===== src/rtl/bob_ind_drain.sv =====
// bob_ind_drain
//
// In-order allocator and drainer for the BOB indirection table.
//   - Allocation side: hands out entry indices at the tail and clears each
//     newly allocated entry's ready bit through the table's indirect write
//     port (tbl_writeI_*).
//   - Drain side: polls the head entry through the table's registered read
//     port. Once the head's ready bit is seen, the entry is captured, presented
//     on out_valid/out_data/out_idx and retired when out_ack is given.
//   - Producers fill entries through the table's own data write port; this
//     block never writes entry data.
//
// Ports
//   clk, rst           clock, asynchronous active-low reset
//   flush              synchronous discard of every allocated entry
//   alloc_req/gnt/idx  allocation handshake; alloc_idx is the current tail
//   tbl_writeI_*       indirect write that clears ready on allocate
//   tbl_read_*         registered table read port (data one cycle after clkEn)
//   out_valid/data/idx head entry presentation, retired by out_ack
//   count              number of entries currently allocated
module bob_ind_drain #(
  parameter int unsigned ADDR_WIDTH = 6,
  parameter int unsigned DATA_WIDTH = 65,
  parameter int unsigned ADDR_COUNT = 64
) (
  input  logic                  clk,
  input  logic                  rst,
  input  logic                  flush,

  input  logic                  alloc_req,
  output logic                  alloc_gnt,
  output logic [ADDR_WIDTH-1:0] alloc_idx,

  output logic                  tbl_writeI_wen,
  output logic [ADDR_WIDTH-1:0] tbl_writeI_addr,
  output logic                  tbl_writeI_ready,

  output logic                  tbl_read_clkEn,
  output logic [ADDR_WIDTH-1:0] tbl_read_addr,
  input  logic [DATA_WIDTH-1:0] tbl_read_data,
  input  logic                  tbl_read_ready,

  output logic                  out_valid,
  output logic [DATA_WIDTH-1:0] out_data,
  output logic [ADDR_WIDTH-1:0] out_idx,
  input  logic                  out_ack,

  output logic [ADDR_WIDTH:0]   count
);

  localparam logic [ADDR_WIDTH:0]   CountMax = (ADDR_WIDTH + 1)'(ADDR_COUNT);
  localparam logic [ADDR_WIDTH-1:0] IdxLast  = ADDR_WIDTH'(ADDR_COUNT - 1);

  typedef enum logic [1:0] {
    StIdle,
    StCheck,
    StHold
  } state_e;

  state_e                state_q, state_d;
  logic [ADDR_WIDTH-1:0] head_q, head_d;
  logic [ADDR_WIDTH-1:0] tail_q, tail_d;
  logic [ADDR_WIDTH:0]   count_q, count_d;
  logic [DATA_WIDTH-1:0] data_q, data_d;
  logic [ADDR_WIDTH-1:0] idx_q, idx_d;

  logic full;
  logic empty;
  logic retire;
  logic capture;

  // Pointers wrap explicitly so ADDR_COUNT need not be a power of two.
  function automatic logic [ADDR_WIDTH-1:0] ptr_inc(input logic [ADDR_WIDTH-1:0] ptr);
    return (ptr == IdxLast) ? '0 : ptr + 1'b1;
  endfunction

  assign full  = (count_q == CountMax);
  assign empty = (count_q == '0);

  // Grant is decided on the current count only: a retire in the same cycle
  // does not open a slot until the next cycle.
  assign alloc_gnt = alloc_req & ~full & ~flush;
  assign retire    = (state_q == StHold) & out_ack & ~flush;
  assign capture   = (state_q == StCheck) & tbl_read_ready & ~flush;

  assign alloc_idx        = tail_q;
  assign tbl_writeI_wen   = alloc_gnt;
  assign tbl_writeI_addr  = tail_q;
  assign tbl_writeI_ready = 1'b0;
  assign tbl_read_addr    = head_q;

  assign out_data = data_q;
  assign out_idx  = idx_q;
  assign count    = count_q;

  // Pointer and occupancy bookkeeping.
  always_comb begin
    head_d  = head_q;
    tail_d  = tail_q;
    count_d = count_q;
    if (flush) begin
      head_d  = '0;
      tail_d  = '0;
      count_d = '0;
    end else begin
      if (alloc_gnt) begin
        tail_d = ptr_inc(tail_q);
      end
      if (retire) begin
        head_d = ptr_inc(head_q);
      end
      unique case ({alloc_gnt, retire})
        2'b10:   count_d = count_q + 1'b1;
        2'b01:   count_d = count_q - 1'b1;
        default: count_d = count_q;
      endcase
    end
  end

  // Head entry capture; contents hold while presented.
  always_comb begin
    data_d = data_q;
    idx_d  = idx_q;
    if (capture) begin
      data_d = tbl_read_data;
      idx_d  = head_q;
    end
  end

  // FSM: state register.
  always_ff @(posedge clk or negedge rst) begin
    if (!rst) begin
      state_q <= StIdle;
    end else begin
      state_q <= state_d;
    end
  end

  // FSM: next state.
  always_comb begin
    state_d = state_q;
    if (flush) begin
      state_d = StIdle;
    end else begin
      unique case (state_q)
        StIdle: begin
          if (!empty) begin
            state_d = StCheck;
          end
        end
        StCheck: begin
          if (tbl_read_ready) begin
            state_d = StHold;
          end
        end
        StHold: begin
          if (out_ack) begin
            state_d = StIdle;
          end
        end
        default: state_d = StIdle;
      endcase
    end
  end

  // FSM: outputs. The read port is re-armed every cycle in CHECK until the
  // head reports ready, so a late producer is picked up one cycle later.
  always_comb begin
    tbl_read_clkEn = 1'b0;
    out_valid      = 1'b0;
    unique case (state_q)
      StIdle:  tbl_read_clkEn = ~empty & ~flush;
      StCheck: tbl_read_clkEn = ~tbl_read_ready & ~flush;
      StHold:  out_valid      = 1'b1;
      default: begin
        tbl_read_clkEn = 1'b0;
        out_valid      = 1'b0;
      end
    endcase
  end

  // Datapath registers.
  always_ff @(posedge clk or negedge rst) begin
    if (!rst) begin
      head_q  <= '0;
      tail_q  <= '0;
      count_q <= '0;
      data_q  <= '0;
      idx_q   <= '0;
    end else begin
      head_q  <= head_d;
      tail_q  <= tail_d;
      count_q <= count_d;
      data_q  <= data_d;
      idx_q   <= idx_d;
    end
  end

endmodule


===== config.mk =====
export PLATFORM = sky130hd
export DESIGN_NAME = bob_ind_drain
export DESIGN_NICKNAME = d
export VERILOG_FILES = /design/src/rtl/bob_ind_drain.sv
export SDC_FILE = /design/constraint.sdc
export NUM_CORES = 1
export LEC_CHECK = 0
export BUFFER_PORTS_ARGS = -buffer_cell sky130_fd_sc_hd__buf_2
export CORE_MARGIN = 2
export CORE_UTILIZATION = 49
export CTS_BUF_LIST = sky130_fd_sc_hd__clkbuf_4
export DETAILED_ROUTE_END_ITERATION = 16
export GPL_TIMING_DRIVEN = 0
export PLACE_DENSITY = 0.89
export SLEW_MARGIN = 40
export SYNTH_ARGS = -nofsm -noshare
export SYNTH_HDL_FRONTEND = slang
export SYNTH_SLANG_ARGS = --single-unit

===== constraint.sdc =====
create_clock -name clk -period 4 [get_ports clk]
set_input_delay 0.8 -clock clk [delete_from_list [all_inputs] [get_ports clk]]
set_output_delay 0.8 -clock clk [all_outputs]
set_load 0.05 [all_outputs]

After elaboration in Yosys (flattened, before gate mapping)

Cells that the tools add are included.

Register bits after elaboration: 92
Bits in latches: 0
RAM bits: 0
ROM bits: 0
Memories: 0
Output and inout port bits: 101

Eq/ne operators: 10
$add $sub $neg: 4
Mux-type cells: 15
$mul: 0
Bitwise operators: 12
Shift operators: 0
Divide/modulo/power cells: 0
$lt $le $gt $ge: 0
Reduce and logical (&&, ||, !) cells: 6

Operators by type and width:

| kind                                                 | count |
|---|---|
| 2-to-1 mux 6 bit                                     | 6 |
| case mux 7 bit (2 select lines)                      | 1 |
| adder 6 x 1 -> 6 bit (second input constant)         | 2 |
| equality test 6 bit (second input constant)          | 2 |
| inequality test 3 bit (second input constant)        | 3 |
| AND 1 bit                                            | 8 |
| 2-to-1 mux 2 bit                                     | 4 |
| adder 7 x 1 -> 7 bit (second input constant)         | 1 |
| equality test 7 bit (second input constant)          | 1 |
| zero test 7 bit                                      | 1 |
| 2-to-1 mux 7 bit                                     | 1 |
| subtractor 7 x 1 -> 7 bit (second input constant)    | 1 |
| case mux 2 bit (3 select lines)                      | 1 |
| equality test 2 x 1 -> 1 bit (second input constant) | 2 |
| equality test 2 bit (second input constant)          | 2 |
| inverter 1 bit                                       | 4 |
| nonzero test 2 bit                                   | 2 |
| AND reduction 3 bit                                  | 1 |
| nonzero test 3 bit                                   | 1 |
| zero test 2 bit                                      | 1 |
| case mux 1 bit (2 select lines)                      | 1 |
| 2-to-1 mux 1 bit                                     | 1 |

Longest topological paths before layout

Gate-level depths: netlist of run 1.

Depth in word-level cells: 7
Depth in mapped cells: 9

Least setup slack after synthesis of run 1

OpenSTA, ideal clock, no wires.

Path kind: register to register
Start point: register count_q[0] (netlist: count[0])
End point: register count_q[6] (netlist: count[6])
Arrival time: 3445 ps
Path slack: 430 ps
Stages on the path, launching flop included: 10
Path buffers: 0
Data required time: 3875 ps
Cells stage by stage: dfrtp_1 > or4_4 > o31a_2 > nor3_1 > ha_1 > a211oi_1 > o21bai_1 > a21oi_1 > mux2i_1 > mux2_2

Longest elaborated chain between the ends: 7

Ends and longest elaborated chain:

| item                                                                | line | text |
|---|---|---|
| start: declaration                                                  | 63   | `logic [ADDR_WIDTH:0] count_q, count_d;` |
| start signal: assignment                                            | 193  | `count_q <= count_d;` |
| equality test 7 bit                                                 | 77   | `assign full = (count_q == CountMax);` |
| inverter 1 bit                                                      | 82   | `assign alloc_gnt = alloc_req & ~full & ~flush;` |
| AND 1 bit (2 in series)                                             | 82   |  |
| equality test 2 x 1 -> 1 bit or equality test 2 bit (tied branches) | 112  | `unique case ({alloc_gnt, retire})` |
| case mux 7 bit (2 select lines)                                     | 112  |  |
| 2-to-1 mux 7 bit                                                    | 101  | `if (flush) begin` |

Several ways; a longest one is shown, not always the timed one.
A chain may end at the register's enable or synchronous reset.

Worst setup path after layout of run 1

Ends and elaborated chain as after synthesis.

==> results.yml, run 1 <==
final_layout:
  finalNetCount: 560
  drive_gt1_share_pct: 58.23
  n_antenna_cell: 0
  post-route-util_pct: 65.50
  area_growth_pct: 28.56
  nFillCells: 635
synth:
  syn-num-nets: 379
  synth-seq-area-share_pct: 57.88
  async_reset_ff_share_pct: 100.0
  ys_seq_elements: 92
  synthMuxAreaShare_pct: 21.39
  syn-cell-area_mm2: 0.003978
  synth-xor-area-share_pct: 1.510
  yosys.area_share.simple_pct: 8.116
  syn-instance-count: 300
  yosys_most_used_dff: "dfrtp_1"
  synth_top_family_by_area: "multiplexers"
  synth_compound_area_share_pct: 5.442
  synthAdderAreaFrac_pct: 2.705
  synthDistinctLibCells: 39
  synth_edf_count: 0
  syn_area_per_cell_um2: 13.26
  yosys_warnings: 0
routing:
  final_antenna_net_count: 0
  wl_met3_um: 770
  route.met2.wl_mm: 4.512
  vias_per_cell: 5.173
  routed_wl_mm: 8.833
  drtPass1Iterations: 4
  drc: 0
  highest_layer: "met4"
  drt_iter0_markers: 72
  num_vias: 3042
  post_drt_wl_per_cell_um: 15.02
  wl_met1_mm: 3.441
timing:
  clock.fmax_mhz: 270.0
  period_minus_slack_ps: 3704
  rsz0062_at_grt: "false"
  final-setup-viol-count: 0
  worst_slack_ps: 295.7
  slew-limit-headroom_pct: 50.80
  worst_pin_slew_ps: 732.4
  tns_ps: 0
  finalHoldViolations: 0
  slew_viol_final: 0
  fin_worst_skew_ps: 14.38
  fin_crit_sh_pct: 92.61
global_route:
  antenna_found_initial: 0
  grtUsageTotal_pct: 20.34
  grt_max_degree: 54
  grt_remaining_overflow: 0
  grt_pass1_vias: 3058
  grt_pass1_wl_mm: 14.03
worst_setup_path:
  cp_cell_sequence: "or4_4 > o31a_2 > nor3_1 > ha_1 > a211oi_1 > o21bai_1 > a21oi_1 > mux2i_1 > mux2_2"
  cpMaxStageDelayCell: "nor3_1"
  worst-setup-path-type: "flop to flop"
  regToRegEndpoint: "count[6]"
  startpoint_type: "flop"
  endpoint_kind: "flop"
  reg2regPathDepth: 9
  crit_required_ps: 4310
  crit_family: "simple AND/OR/NAND/NOR gates"
  crit_path_max_fanout: 8
  critPathBufInv: 0
  arrival_ps: 4010
  reg2reg_from: "count[0]"
  slowest_delay_ps: 630
  reg2reg_setup_slack_ps: 300
clock_network:
  clock-root-buffer: "clkbuf_4"
  insertion_delay_ps: 420
  htree_levels: 3
  numCtsBuffers: 9
  clock_sinks: 92
  cts_buffer_depth: 2
  post_cts_buffers: 0
  cts_tree: "yes"
  cts_resized: 0
  path_clk_slew_ps: 140
  ctsHoldBuffers: 0
floorplan:
  start_util_pct: 50.95
  dieArea_mm2: 0.008854
  chipHeight_um: 94.10
  ios: 172
  rows: 32
  coreArea_mm2: 0.007807
  die_w_um: 94.10
pwr:
  p_comb_share_pct: 52.2
  power_density_mw_per_mm2: 769.6
  p_switching_w: 0.002010
  cellLeakagePower_nw: 2.628
  seq_power_share_pct: 36.2
  p_clk_share_pct: 11.6
  total_power_w: 0.003936
  p_int_w: 0.001926
  swShare_pct: 51.06
  ir_worst_vdd_mv: 0.5541
placement:
  preCtsSetupSlack_ps: 313.3
  gp_congestion: 0.7773
  io_buffers: 169
  dp_hpwl_mm: 6.754
hold_path:
  hold_path.class: "input port to async pin"
job:
  maxCapViolCount: 0
status:
  status: "finished, final reports clean"
==> layout make-up <==
class                   count  area [um^2]  area share [%]
plain buffers              19        110.1           2.153
clock buffers              10        75.07           1.468
clock inverters             6        48.80          0.9542
inverters                   1        3.754         0.07340
multi-input cells         188         1567           30.63
flip-flops and latches     92         2302           45.02
well taps                 102        127.6           2.496
repair buffers            170        879.6           17.20
==> stage by stage <==
step	hold WS, ps	std cells	instance area (um^2)
floorplan	449.6	300	3978
global placement	470.7	571	4951
detailed placement	490.5	572	4990
CTS	254.5	588	5114
global route	261.4	588	5114
finish	270.5	588	5114
==> synthesized netlist by cell type, types with 3 or more instances <==
master | n | area [um^2]
a211oi_1 | 4 | 30.03
nor2_1 | 20 | 75.07
nand3_1 | 4 | 20.02
mux2i_1 | 4 | 40.04
o21ai_0 | 8 | 40.04
buf_4 | 8 | 60.06
ha_1 | 7 | 87.58
clkbuf_1 | 4 | 15.01
and2_1 | 3 | 18.77
xor2_1 | 3 | 26.28
dfrtp_1 | 92 | 2302
nor3_1 | 5 | 25.02
mux2_2 | 72 | 810.8
nand2_1 | 15 | 56.30
buf_2 | 7 | 35.03
a21oi_1 | 12 | 60.06
==> metal layers <==
| metal | GRT usage (%) | vias up |
|---|---|---|
| met2 | 34.05 | 132 |
| met3 | 6.180 | 10 |
| met4 | 7.971 | 0 |
| met1 | 24.63 | 1488 |
| met5 | 0 | - |
| li1 | - | 1412 |
==> power groups by stage <==
stage	sequential [W]	clock, W	combinational [W]
finish	0.00143	0.000457	0.00205
global placement	0.00142	0	0.00203
detailed placement	0.00145	0	0.00207
CTS	0.00143	0.000476	0.00207
floorplan	0.00262	0	0.000379
global route	0.00147	0.000516	0.00213
==> how the worst max path moves through the flow <==
stage | slack (ps) | endpoint | depth (start not counted) | from
floorplan | 430 | count[6] | 9 | count[0]
detailed placement | 310 | count[6] | 9 | count[0]
global route | 70 | count[6] | 9 | count[0]
finish | 300 | count[6] | 9 | count[0]
global placement | 340 | count[6] | 9 | count[0]
CTS | 290 | count[6] | 9 | count[0]
==> cell families after synthesis <==
family	Yosys count
DFF	92
muxes	76
buffers and inverters	20
other	1
and+or+nand+nor	64
xor gates and xnor gates	6
AOI/OAI and AO/OA	33
adders and majority gates	8
==> registers in the layout, indices dropped and copies added (netlist names) <==
| register | flops |
|---|---|
| state_q | 2 |
| out_data | 65 |
| alloc_idx | 6 |
| out_idx | 6 |
| count | 7 |
| tbl_read_addr | 6 |
==> layout by cell type, fill, tap and decap left out, drive strengths merged <==
cell type / instances
o31ai: 1
mux2: 72
nor2: 20
fa: 1
or2: 1
and2: 3
xor2: 3
buf: 185
or3: 4
nor3: 6
conb: 1
nor2b: 2
o41ai: 2
ha: 7
a211oi: 4
dfrtp: 92
nor4b: 2
o21ai: 8
inv: 3
or4: 1
nand3b: 2
o31a: 1
nand3: 4
nand4: 1
clkbuf: 14
xnor2: 3
o21bai: 1
a21oi: 12
or3b: 1
clkinv: 2
nand2: 15
a21o: 3
and3: 2
clkinvlp: 2
a31oi: 1
mux2i: 4
(Power assumes the default switching activity.)
==> inputs of run 2 (changes only) <==
Settings changed: CTS_BUF_LIST sky130_fd_sc_hd__clkbuf_4 to sky130_fd_sc_hd__clkbuf_8.
==> run 2 against run 1 <==
- largest cell class unchanged
- first-iteration DRC count up 1.4%
- global-route usage down 0.069 points
- critical path type unchanged
- count of clock-buffer cells in the layout down 1
- clock skew down 4.8 ps
- combinational power about the same
- register-to-register slack about the same
- power up 2.7%
- routed wire length up 0.36%
==> results.yml, run 2 (synthesized netlist as in run 1, its figures left out) <==
floorplan:
  coreArea_mm2: 0.007807
  die_w_um: 94.10
  start_util_pct: 50.95
  rows: 32
  dieArea_mm2: 0.008854
  ios: 172
  chipHeight_um: 94.10
placement:
  dp_hpwl_mm: 6.754
  dpl_cell_area_mm2: 0.004990
  dp.cells: 572
  gp_congestion: 0.7773
  preCtsSetupSlack_ps: 313.3
  io_buffers: 169
clock_network:
  htree_levels: 3
  cts_resized: 0
  insertion_delay_ps: 340
  cts_buffer_depth: 2
  numCtsBuffers: 9
  ctsHoldBuffers: 0
  path_clk_slew_ps: 90
  post_cts_buffers: 0
  cts_tree: "yes"
  clock_sinks: 92
  clock-root-buffer: "clkbuf_8"
global_route:
  grt_pass1_wl_mm: 14.06
  grt_remaining_overflow: 0
  grt_pass1_vias: 3083
  grt_max_degree: 54
  grtUsageTotal_pct: 20.27
  antenna_found_initial: 0
timing:
  worst_slack_ps: 307.2
  tns_ps: 0
  fin_worst_skew_ps: 9.588
  clock.fmax_mhz: 270.8
  rsz0062_at_grt: "false"
  fin_crit_sh_pct: 92.32
  final-setup-viol-count: 0
  worst_pin_slew_ps: 731.6
  finalHoldViolations: 0
  slew_viol_final: 0
  period_minus_slack_ps: 3693
  slew-limit-headroom_pct: 50.85
job:
  maxCapViolCount: 0
worst_setup_path:
  crit_path_max_fanout: 8
  reg2regPathDepth: 9
  path_depth: 9
  startpoint_type: "flop"
  endpoint_kind: "flop"
  cpMaxStageDelayCell: "nor3_1"
  crit_family: "simple AND/OR/NAND/NOR gates"
  arrival_ps: 3920
  crit_required_ps: 4230
  worst-setup-path-type: "flop to flop"
  cp_cell_sequence: "or4_4 > o31a_2 > nor3_1 > ha_1 > a211oi_1 > o21bai_1 > a21oi_1 > mux2i_1 > mux2_2"
  slowest_delay_ps: 630
  critPathBufInv: 0
pwr:
  cellLeakagePower_nw: 2.652
  power_density_mw_per_mm2: 782.1
  ir_worst_vdd_mv: 0.5726
routing:
  num_vias: 3042
  routed_wl_mm: 8.865
  drt_iter0_markers: 73
  drtPass1Iterations: 4
  drc: 0
  final_antenna_net_count: 0
  post_drt_wl_per_cell_um: 15.08
  vias_per_cell: 5.173
final_layout:
  final_common_cell: "buf_2"
  drive_gt1_share_pct: 58.02
  fin_cells: 588
  n_antenna_cell: 0
  stdcell_area_mm2: 0.005166
  final_cell_mix: "buf_2, dfrtp_1, mux2_2"
  area_growth_pct: 29.88
  finalNetCount: 560
  largest_reg_flops: 65
hold_path:
  hold_path.class: "input port to async pin"
status:
  status: "finished, final reports clean"
[run 2: cell types whose count changed in the layout (fill, tap and decap cells not counted), sizes merged]
cell,previous run,this run
inv,3,4
clkbuf,14,13
[run 2: worst reg2reg max path: stages, from the launching register on]
cell and delay, ps:
dfrtp_1 480, or4_4 580, o31a_2 380, nor3_1 630, ha_1 420, a211oi_1 240, o21bai_1 100, a21oi_1 180
mux2i_1 230, mux2_2 350
[run 2: area by class of cell]
type	instances	area, um^2
buffer	19	110.1
clock buffer	9	123.9
timing repair buffer	170	879.6
fill	630	2641
sequential	92	2302
multi-input combinational	188	1567
inverter	1	3.754
tap	102	127.6
clock inverter	7	52.55
[run 2: where the power goes]
group | internal (W) | total (W) | switching [W]
sequential | 0.00126 | 0.00143 | 0.000169
clock | 0.000230 | 0.000559 | 0.000328
combinational | 0.000527 | 0.00205 | 0.00153
[run 2: per-stage QoR]
stage	total power, W	util [%]	hold WS (ps)
after detailed placement	0.003514	63.91	490.5
after global routing	0.004222	66.17	366.2
final	0.004041	66.17	357.8
after global placement	0.003447	63.41	470.7
after floorplan	0.002996	-	449.6
after CTS	0.004080	66.17	357.4
[run 2: worst paths after layout]
path                         startpoint            to  slack (ps)
max                            count[0]      count[6]         310
min in group clk           out_data[36]  out_data[36]         510
max in group asynchronous           rst   out_data[6]        3070
max reg2reg                    count[0]      count[6]         310
min reg2reg                out_data[36]  out_data[36]         510
min                                 rst  alloc_idx[4]         360
[run 2: routing by layer]
metal / share of wire, % / GRT usage (%)
met1: 39 / 24.52
met2: 51 / 34.29
met3: 8.5 / 6.421
met4: 1.5 / 6.884
met5: 0 / 0
